[src/rtl/pc_branch_unit.sv]
// Per-thread next-PC generator: SEQ / NZP branch / CALL / RET with a private return-address stack.
// Optional macro PC_RELATIVE_BRANCH_EN selects PC-relative (sign-extended) branch/call targets.
module pc_branch_unit #(
  parameter int PC_WIDTH    = 8,
  parameter int IMM_WIDTH   = 8,
  parameter int STACK_DEPTH = 4,
  localparam int CNT_W      = $clog2(STACK_DEPTH + 1)
) (
  input  logic                 clk,
  input  logic                 reset,
  input  logic                 update_en,
  input  logic [1:0]           decoded_pc_mux,
  input  logic [2:0]           decoded_nzp,
  input  logic [IMM_WIDTH-1:0] decoded_immediate,
  input  logic                 decoded_nzp_write_enable,
  input  logic [2:0]           nzp_input_data,
  input  logic [PC_WIDTH-1:0]  current_pc,
  input  logic                 clear_flags,
  output logic [PC_WIDTH-1:0]  next_pc,
  output logic [2:0]           nzp,
  output logic [CNT_W-1:0]     stack_count,
  output logic                 stack_overflow,
  output logic                 stack_underflow
);

  localparam int IDX_W = (STACK_DEPTH > 1) ? $clog2(STACK_DEPTH) : 1;

  localparam logic [1:0] MUX_SEQ  = 2'b00;
  localparam logic [1:0] MUX_BR   = 2'b01;
  localparam logic [1:0] MUX_CALL = 2'b10;
  localparam logic [1:0] MUX_RET  = 2'b11;

  localparam logic [CNT_W-1:0] COUNT_FULL = CNT_W'(STACK_DEPTH);
  localparam logic [CNT_W-1:0] COUNT_ONE  = CNT_W'(1);

  logic [PC_WIDTH-1:0] next_pc_q, next_pc_d;
  logic [2:0]          nzp_q, nzp_d;
  logic [CNT_W-1:0]    count_q, count_d;
  logic                ovf_q, ovf_d;
  logic                unf_q, unf_d;

  logic [PC_WIDTH-1:0] ras_q [STACK_DEPTH];

  logic [PC_WIDTH-1:0] seq_pc;
  logic [PC_WIDTH-1:0] imm_ext;
  logic [PC_WIDTH-1:0] target_pc;
  logic [IDX_W-1:0]    push_idx;
  logic [IDX_W-1:0]    top_idx;
  logic                push_en;
  logic                ovf_event;
  logic                unf_event;
  logic                ras_full;
  logic                ras_empty;
  logic                br_taken;

  assign seq_pc = current_pc + PC_WIDTH'(1);

  // Fit the immediate to PC_WIDTH: sign-extend for relative targets, zero-extend for absolute.
  generate
    if (IMM_WIDTH >= PC_WIDTH) begin : g_imm_trunc
      assign imm_ext = decoded_immediate[PC_WIDTH-1:0];
    end else begin : g_imm_ext
`ifdef PC_RELATIVE_BRANCH_EN
      assign imm_ext = {{(PC_WIDTH-IMM_WIDTH){decoded_immediate[IMM_WIDTH-1]}}, decoded_immediate};
`else
      assign imm_ext = {{(PC_WIDTH-IMM_WIDTH){1'b0}}, decoded_immediate};
`endif
    end
  endgenerate

`ifdef PC_RELATIVE_BRANCH_EN
  assign target_pc = current_pc + imm_ext;
`else
  assign target_pc = imm_ext;
`endif

  assign ras_full  = (count_q == COUNT_FULL);
  assign ras_empty = (count_q == '0);
  assign push_idx  = IDX_W'(count_q);
  assign top_idx   = IDX_W'(count_q - COUNT_ONE);
  // Branch condition deliberately uses the registered NZP, not this cycle's write data.
  assign br_taken  = |(nzp_q & decoded_nzp);

  always_comb begin
    next_pc_d = next_pc_q;
    nzp_d     = nzp_q;
    count_d   = count_q;
    push_en   = 1'b0;
    ovf_event = 1'b0;
    unf_event = 1'b0;

    if (decoded_nzp_write_enable) begin
      nzp_d = nzp_input_data;
    end

    if (update_en) begin
      case (decoded_pc_mux)
        MUX_SEQ: begin
          next_pc_d = seq_pc;
        end
        MUX_BR: begin
          next_pc_d = br_taken ? target_pc : seq_pc;
        end
        MUX_CALL: begin
          if (ras_full) begin
            next_pc_d = seq_pc;
            ovf_event = 1'b1;
          end else begin
            next_pc_d = target_pc;
            push_en   = 1'b1;
            count_d   = count_q + COUNT_ONE;
          end
        end
        MUX_RET: begin
          if (ras_empty) begin
            next_pc_d = seq_pc;
            unf_event = 1'b1;
          end else begin
            next_pc_d = ras_q[top_idx];
            count_d   = count_q - COUNT_ONE;
          end
        end
        default: begin
          next_pc_d = seq_pc;
        end
      endcase
    end

    // A new error in the same cycle as a clear leaves the flag set.
    ovf_d = (ovf_q & ~clear_flags) | ovf_event;
    unf_d = (unf_q & ~clear_flags) | unf_event;
  end

  always_ff @(posedge clk or posedge reset) begin
    if (reset) begin
      next_pc_q <= '0;
      nzp_q     <= '0;
      count_q   <= '0;
      ovf_q     <= 1'b0;
      unf_q     <= 1'b0;
    end else begin
      next_pc_q <= next_pc_d;
      nzp_q     <= nzp_d;
      count_q   <= count_d;
      ovf_q     <= ovf_d;
      unf_q     <= unf_d;
    end
  end

  // Stack contents are don't-care after reset, so the storage carries no reset.
  always_ff @(posedge clk) begin
    if (push_en) begin
      ras_q[push_idx] <= seq_pc;
    end
  end

  assign next_pc         = next_pc_q;
  assign nzp             = nzp_q;
  assign stack_count     = count_q;
  assign stack_overflow  = ovf_q;
  assign stack_underflow = unf_q;

endmodule

[config.mk]
export PLATFORM = sky130hd
export DESIGN_NAME = pc_branch_unit
export DESIGN_NICKNAME = d
export VERILOG_FILES = /design/src/rtl/pc_branch_unit.sv
export SDC_FILE = /design/constraint.sdc
export NUM_CORES = 1
export LEC_CHECK = 0
export BUFFER_PORTS_ARGS = -buffer_cell sky130_fd_sc_hd__buf_2
export CAP_MARGIN = 20
export CORE_ASPECT_RATIO = 0.6
export CORE_UTILIZATION = 35
export CTS_BUF_LIST = sky130_fd_sc_hd__clkbuf_4 sky130_fd_sc_hd__clkbuf_8
export DETAILED_ROUTE_END_ITERATION = 16
export PLACE_DENSITY = 0.57
export RECOVER_POWER = 100
export SLEW_MARGIN = 20
export SYNTH_ARGS = -nofsm -noshare
export SYNTH_HDL_FRONTEND = slang
export SYNTH_SLANG_ARGS = --single-unit
[constraint.sdc]
create_clock -name clk -period 4.2 [get_ports clk]
set_input_delay 0.42 -clock clk [delete_from_list [all_inputs] [get_ports clk]]
set_output_delay 0.42 -clock clk [all_outputs]
set_load 0.01 [all_outputs]
==> impl_metrics.csv, run 1 <==
group,metric,value,unit
logic_synthesis,synth_seq_cells,48,
cts,cts_tree,"done",
floorplan,core_area,6140,um^2
cts,clk_pin_slew,100,ps
power_and_ir_drop,intPower,0.000945,W
cts,root_buffer,"clkbuf_8",
placement,place.gp.congestion,0.715,
timing,tightest_slew,952,ps
layout,syn_to_final_growth,15.2,%
layout,n_fill_cell,573,
logic_synthesis,synth-warning-count,0,
power_and_ir_drop,p_clk_frac,0.205,
logic_synthesis,synth_top_family_by_area,"compound AO/OA/AOI/OAI gates",
power_and_ir_drop,power.net_switching,0.000531,W
route,routed-wl-met2,2100,um
worst_setup_path,crit_fanout,17,
logic_synthesis,yosys.area_share.adder,0.0335,
timing,slew-limit-headroom,0.366,
worst_setup_path,reg2reg_depth,6,
layout,fin_nets,251,
worst_setup_path,worstPathArrival,2550,ps
logic_synthesis,avgSynthCellArea,13.0,um^2
layout,fin_area,2580,um^2
route,drt-initial-drc-count,77,
power_and_ir_drop,seqPwrFrac,0.425,
logic_synthesis,syn_nets,207,
floorplan,die_area,6740,um^2
logic_synthesis,synthCells,172,
timing,finalSetupTns,0,ps
cts,cts_resized,0,
cts,cts_buffer_depth,2,
timing,grt_setup_unrepaired,"false",
power_and_ir_drop,pwr-share-comb,0.370,
floorplan,ioPinCount,45,
route,avgRoutedWirePerCell,15.8,um
hold_path,hold_path.class,"input port to async pin",
logic_synthesis,synth_simple_gate_area_frac,0.0909,
timing,period_needed,2360,ps
route,post-route-drc-count,0,
grt,grt_pass1_wl,7700,um
timing,setup_violations,0,
layout,final_common_cell,"edfxtp_1",
timing,hold_viol,0,
route,top_layer_used,"met4",
logic_synthesis,synth_xor_area_frac,0.0390,
status,status,"finished, final reports clean",
worst_setup_path,cp-start-kind,"flip-flop",
worst_setup_path,crit_type,"flip-flop to flip-flop",
timing,clock_skew,15.2,ps
floorplan,rows,22,
cts,insertion_delay,310,ps
power_and_ir_drop,power_density,571,nW/um^2
floorplan,initial_core_util,0.365,
cts,holdBufCountCts,0,
route,routed-via-count,1492,
logic_synthesis,synth.distinct_cells,27,
placement,io_buffers,44,
grt,grt_max_degree,18,
grt,grt_antenna_before_repair,0,
timing,fin_crit_sh,0.561,
logic_synthesis,synth_area,2240,um^2
placement,hpwl,3290,um
route,first_pass_iters,4,
route,viasPerCell,4.96,
layout,layout-drive-gt1-share,0.194,
floorplan,die_h,64.0,um
grt,grt_pass1_vias,1458,
cts,cts_buffers,5,
layout,antennaDiodeCount,0,
route,wl_met1,2430,um
route,wl_met3,174,um
timing,fmax,424,MHz
worst_setup_path,cp.required,4390,ps
placement,postPlaceCellArea,2510,um^2
logic_synthesis,synth_compound_area_frac,0.102,
worst_setup_path,endpoint_kind,"flip-flop",
grt,grtUsageTotal,0.156,
cts,cts.sinks,48,
logic_synthesis,seq_area_frac_synth,0.607,
route,antenna_left,0,
power_and_ir_drop,leakage,1.02,nW
power_and_ir_drop,peakVddDrop,0.000217,V
floorplan,die_w,105,um
run,cap_violations,0,
logic_synthesis,synth.area.mux_share,0.0915,
cts,post-cts-setup-buffers,0,
route,wl,4750,um
power_and_ir_drop,power_switching_share,0.360,
grt,grt-ovfl-total,0,
cts,htree_levels,2,
layout,final_cell_mix,"32 x edfxtp_1, 26 x buf_2, 18 x clkbuf_1",
timing,slew_violations,0,
stage by stage:
| stage | setup slack, ps | utilization | power (W) | hold WS (ps) | std cells |
|---|---|---|---|---|---|
| finish | 1840 | 0.421 | 0.00148 | 216 | 301 |
| CTS | 1830 | 0.425 | 0.00150 | 233 | 301 |
| floorplan | 2400 | - | 0.00107 | 334 | 172 |
| global route | 1670 | 0.421 | 0.00157 | 279 | 301 |
| detailed placement | 1870 | 0.409 | 0.00120 | 510 | 293 |
| global placement | 1940 | 0.409 | 0.00120 | 502 | 293 |
routing by layer:
| layer | track usage | vias to the layer above |
|---|---|---|
| li1 | - | 716 |
| met1 | 0.232 | 746 |
| met2 | 0.225 | 22 |
| met3 | 0.0367 | 8 |
| met4 | 0.0423 | 0 |
| met5 | 0 | - |
flip-flops by register name, summed over array words and instances (netlist names):
register         cells
ras_q               32
next_pc              8
nzp                  3
stack_count          3
stack_overflow       1
stack_underflow      1
kinds of logic after synthesis:
family,Yosys count
AND/OR/NAND/NOR,43
XOR/XNOR,10
multiplexers,20
flip-flops,48
buffers and inverters,13
AO/OA/AOI/OAI,32
adder cells (fa/ha/maj),6
cell type report:
class                      count  area, um^2  area share
sequential                    48        1360       0.527
multi-input combinational    111         801       0.310
timing repair buffer          44         198      0.0765
tap                           84         105      0.0407
clock buffer                   6        82.6      0.0320
inverter                       6        22.5     0.00872
clock inverter                 2        13.8     0.00533
cells in the mapped netlist:
cell type / instances / area share
mux2i_1: 16 / 0.071
and2_1: 5 / 0.014
nor2_1: 8 / 0.013
buf_4: 2 / 0.0067
a21oi_1: 8 / 0.018
o21ai_4: 1 / 0.0073
o22ai_1: 1 / 0.0028
a22oi_1: 16 / 0.054
xor2_1: 2 / 0.0078
mux2_2: 4 / 0.020
nand2_1: 16 / 0.027
inv_1: 6 / 0.010
a222oi_1: 1 / 0.0045
nand3_1: 6 / 0.013
nor2b_1: 2 / 0.0056
o21ai_0: 2 / 0.0045
xnor2_1: 8 / 0.031
nand2_2: 1 / 0.0028
buf_2: 2 / 0.0045
or3b_1: 1 / 0.0039
buf_6: 3 / 0.015
ha_1: 6 / 0.033
dfrtp_1: 16 / 0.18
a21oi_2: 2 / 0.0078
and3_1: 4 / 0.011
o32ai_1: 1 / 0.0039
edfxtp_1: 32 / 0.43
worst max-delay path, stage by stage (launching register included):
cell and delay (ps):
dfrtp_1 450, inv_1 140, ha_1 940, mux2i_1 270, a22oi_1 110, a22oi_1 260
a21oi_2 80
final timing paths:
check / startpoint / end / slack [ps]
max: stack_count[0] / next_pc[7] / 1840
min: reset / next_pc[4] / 220
max reg2reg: stack_count[0] / next_pc[7] / 1840
min reg2reg: next_pc[5] / next_pc[5] / 530
max in group asynchronous: reset / next_pc[1] / 3510
min in group clk: clear_flags / stack_overflow / 320
power groups by stage:
| stage | combinational [W] | sequential (W) | clock (W) |
|---|---|---|---|
| finish | 0.000547 | 0.000627 | 0.000302 |
| global route | 0.000606 | 0.000637 | 0.000328 |
| CTS | 0.000567 | 0.000627 | 0.000310 |
| detailed placement | 0.000561 | 0.000637 | 0 |
| global placement | 0.000563 | 0.000636 | 0 |
| floorplan | 0.000422 | 0.000649 | 0 |
(Power assumes the default switching activity.)
==> inputs of run 2 (changes only) <==
- PLACE_DENSITY: 0.57 -> 0.59
- clock period: 4.2 -> 1.9 ns (I/O delays scaled with it)
==> run 2 against run 1 <==
Effect of this change:
- the flow now finishes with violations (negative hold slack)
- sequential power grew 120%
- final area grew 3.0%
- sequential share of layout area shrank 1.5 points
- fmax grew 36%
- setup slack lost 1700 ps
- first-iteration DRC count shrank 17%
- cell count grew 3.0%
- global-route usage shrank 0.14 points
- power grew 130%
- flip-flop and latch count is the same
- register-to-register slack lost 1700 ps
- combinational power grew to 2.5 times the previous value
- largest power group is now combinational cells
- highest routed layer unchanged
==> impl_metrics.csv, run 2 (synthesized netlist as in run 1, its figures left out) <==
group,metric,value,unit
timing,clock_skew,4.56,ps
layout,syn_to_final_growth,18.6,%
timing,fin_crit_sh,0.910,
route,avgRoutedWirePerCell,15.9,um
grt,grt-ovfl-total,0,
worst_setup_path,slowest_stage,"dfrtp_1",
grt,top_usage_layer,"met1",
worst_setup_path,critPathLaunch,"stack_count[1]",
floorplan,die_area,6740,um^2
worst_setup_path,cp-start-kind,"flip-flop",
worst_setup_path,worstPathArrival,1920,ps
timing,hold_viol,14,
cts,clk_pin_slew,90,ps
cts,insertion_delay,290,ps
timing,holdWs,-4.58,ps
layout,fin_nets,260,
worst_setup_path,ff2ff_setup_slack,170,ps
timing,period_needed,1730,ps
cts,holdBufCountCts,0,
worst_setup_path,crit_path_max_incr_delay,400,ps
worst_setup_path,crit_fanout,8,
timing,slew-limit-headroom,0.525,
placement,io_buffers,44,
grt,grt_pass1_wl,7660,um
layout,antennaDiodeCount,0,
placement,hpwl,3520,um
route,antenna_left,0,
placement,place.gp.congestion,0.763,
grt,grt_pass1_vias,1429,
cts,htree_levels,2,
cts,cts.sinks,48,
hold_path,hold_path.class,"input port to async pin",
timing,finalSetupTns,0,ps
power_and_ir_drop,leakage,1.07,nW
layout,final_util,0.433,
cts,cts_buffers,5,
power_and_ir_drop,peakVddDrop,0.000709,V
layout,final_cell_mix,"32 x edfxtp_1, 27 x buf_2, 19 x clkbuf_1",
layout,n_fill_cell,610,
grt,met3_usage,0.0337,
power_and_ir_drop,power_density,1270,nW/um^2
route,routed-via-count,1516,
worst_setup_path,endpoint_kind,"flip-flop",
worst_setup_path,crit_buf_inv,2,
grt,grt_antenna_before_repair,0,
run,cap_violations,0,
worst_setup_path,reg2reg_from,"stack_count[1]",
timing,setup_violations,0,
status,status,"finished with violations",
route,post-route-drc-count,0,
status,violations,"negative hold slack",
floorplan,rows,22,
floorplan,die_w,105,um
worst_setup_path,crit_type,"flip-flop to flip-flop",
grt,use_met1,0.240,
floorplan,initial_core_util,0.365,
floorplan,core_area,6140,um^2
route,drt-initial-drc-count,64,
grt,grtUsageTotal,0.154,
cts,cts_tree,"done",
grt,met2_usage,0.220,
timing,grt_setup_unrepaired,"false",
layout,layout-drive-gt1-share,0.235,
timing,tightest_slew,712,ps
route,viasPerCell,4.89,
worst_setup_path,cp_cell_sequence,"inv_1 > ha_1 > clkbuf_1 > nor2b_1 > o21ai_4 > a22oi_1 > a21oi_2",
floorplan,die_h,64.0,um
layout,top_register,"ras_q",
worst_setup_path,cp_top_family,"compound AO/OA/AOI/OAI gates",
floorplan,ioPinCount,45,
layout,largest_reg_flops,32,
route,first_pass_iters,4,
cts,cts_buffer_depth,2,
grt,grt_max_degree,18,
cts,root_buffer,"clkbuf_8",
route,wl,4940,um
timing,slew_violations,0,
worst_setup_path,cp.required,2090,ps
layout,final_common_cell,"edfxtp_1",
timing,fmax,578,MHz
[run 2: cell count changes in the layout (fill, tap and decap cells not counted)]
cell      previous run  this run
buf_4                0         6
and2_0               4         0
and2_2               0         4
buf_12               0         1
buf_2               26        27
clkbuf_1            18        19
clkbuf_4             0         1
clkinv_1             0         1
clkinv_2             1         0
inv_6                1         0
[run 2: through the flow]
step | setup WS (ps) | cell area, um^2 | total power, W | std cells | hold WS, ps
6_report | 170 | 2660 | 0.00339 | 310 | -4.58
5_1_grt | 59.9 | 2660 | 0.00360 | 310 | 58.5
4_1_cts | 9.11 | 2670 | 0.00344 | 308 | 36.9
3_5_place_dp | 33.9 | 2570 | 0.00280 | 300 | 361
3_3_place_gp | 148 | 2570 | 0.00280 | 300 | 366
2_1_floorplan | 97.4 | 2240 | 0.00237 | 172 | 104
[run 2: layer usage]
metal,part of all wire,vias to the layer above
met3,0.046,4
li1,-,731
met2,0.43,37
met4,0.0038,0
met5,0,-
met1,0.52,744
[run 2: layout make-up]
type	count	area (um^2)	area share
clock buffer	7	90.1	0.0339
multi-input combinational	111	806	0.303
clock inverter	1	3.75	0.00141
timing repair buffer	53	272	0.102
sequential	48	1360	0.512
tap	84	105	0.0395
inverter	6	22.5	0.00847
[run 2: what timing repair did]
action	CTS	global route
buffers inserted	0	2
endpoints found under the hold margin	0	0
setup endpoints to repair	0	33
resized for setup	0	5
[run 2: power breakdown]
part / internal (W) / switching (W) / leakage [nW]
Sequential: 0.00128 / 0.0000890 / 0.481
Clock: 0.000307 / 0.000329 / 0.0493
Combinational: 0.000633 / 0.000749 / 0.543
[run 2: path summary, 6_finish.rpt]
kind,depth (start not counted),end
max in group asynchronous,2,next_pc[4]
min in group clk,2,stack_overflow
max reg2reg,7,next_pc[7]
min,2,next_pc[6]
min reg2reg,2,next_pc[5]
max,7,next_pc[7]
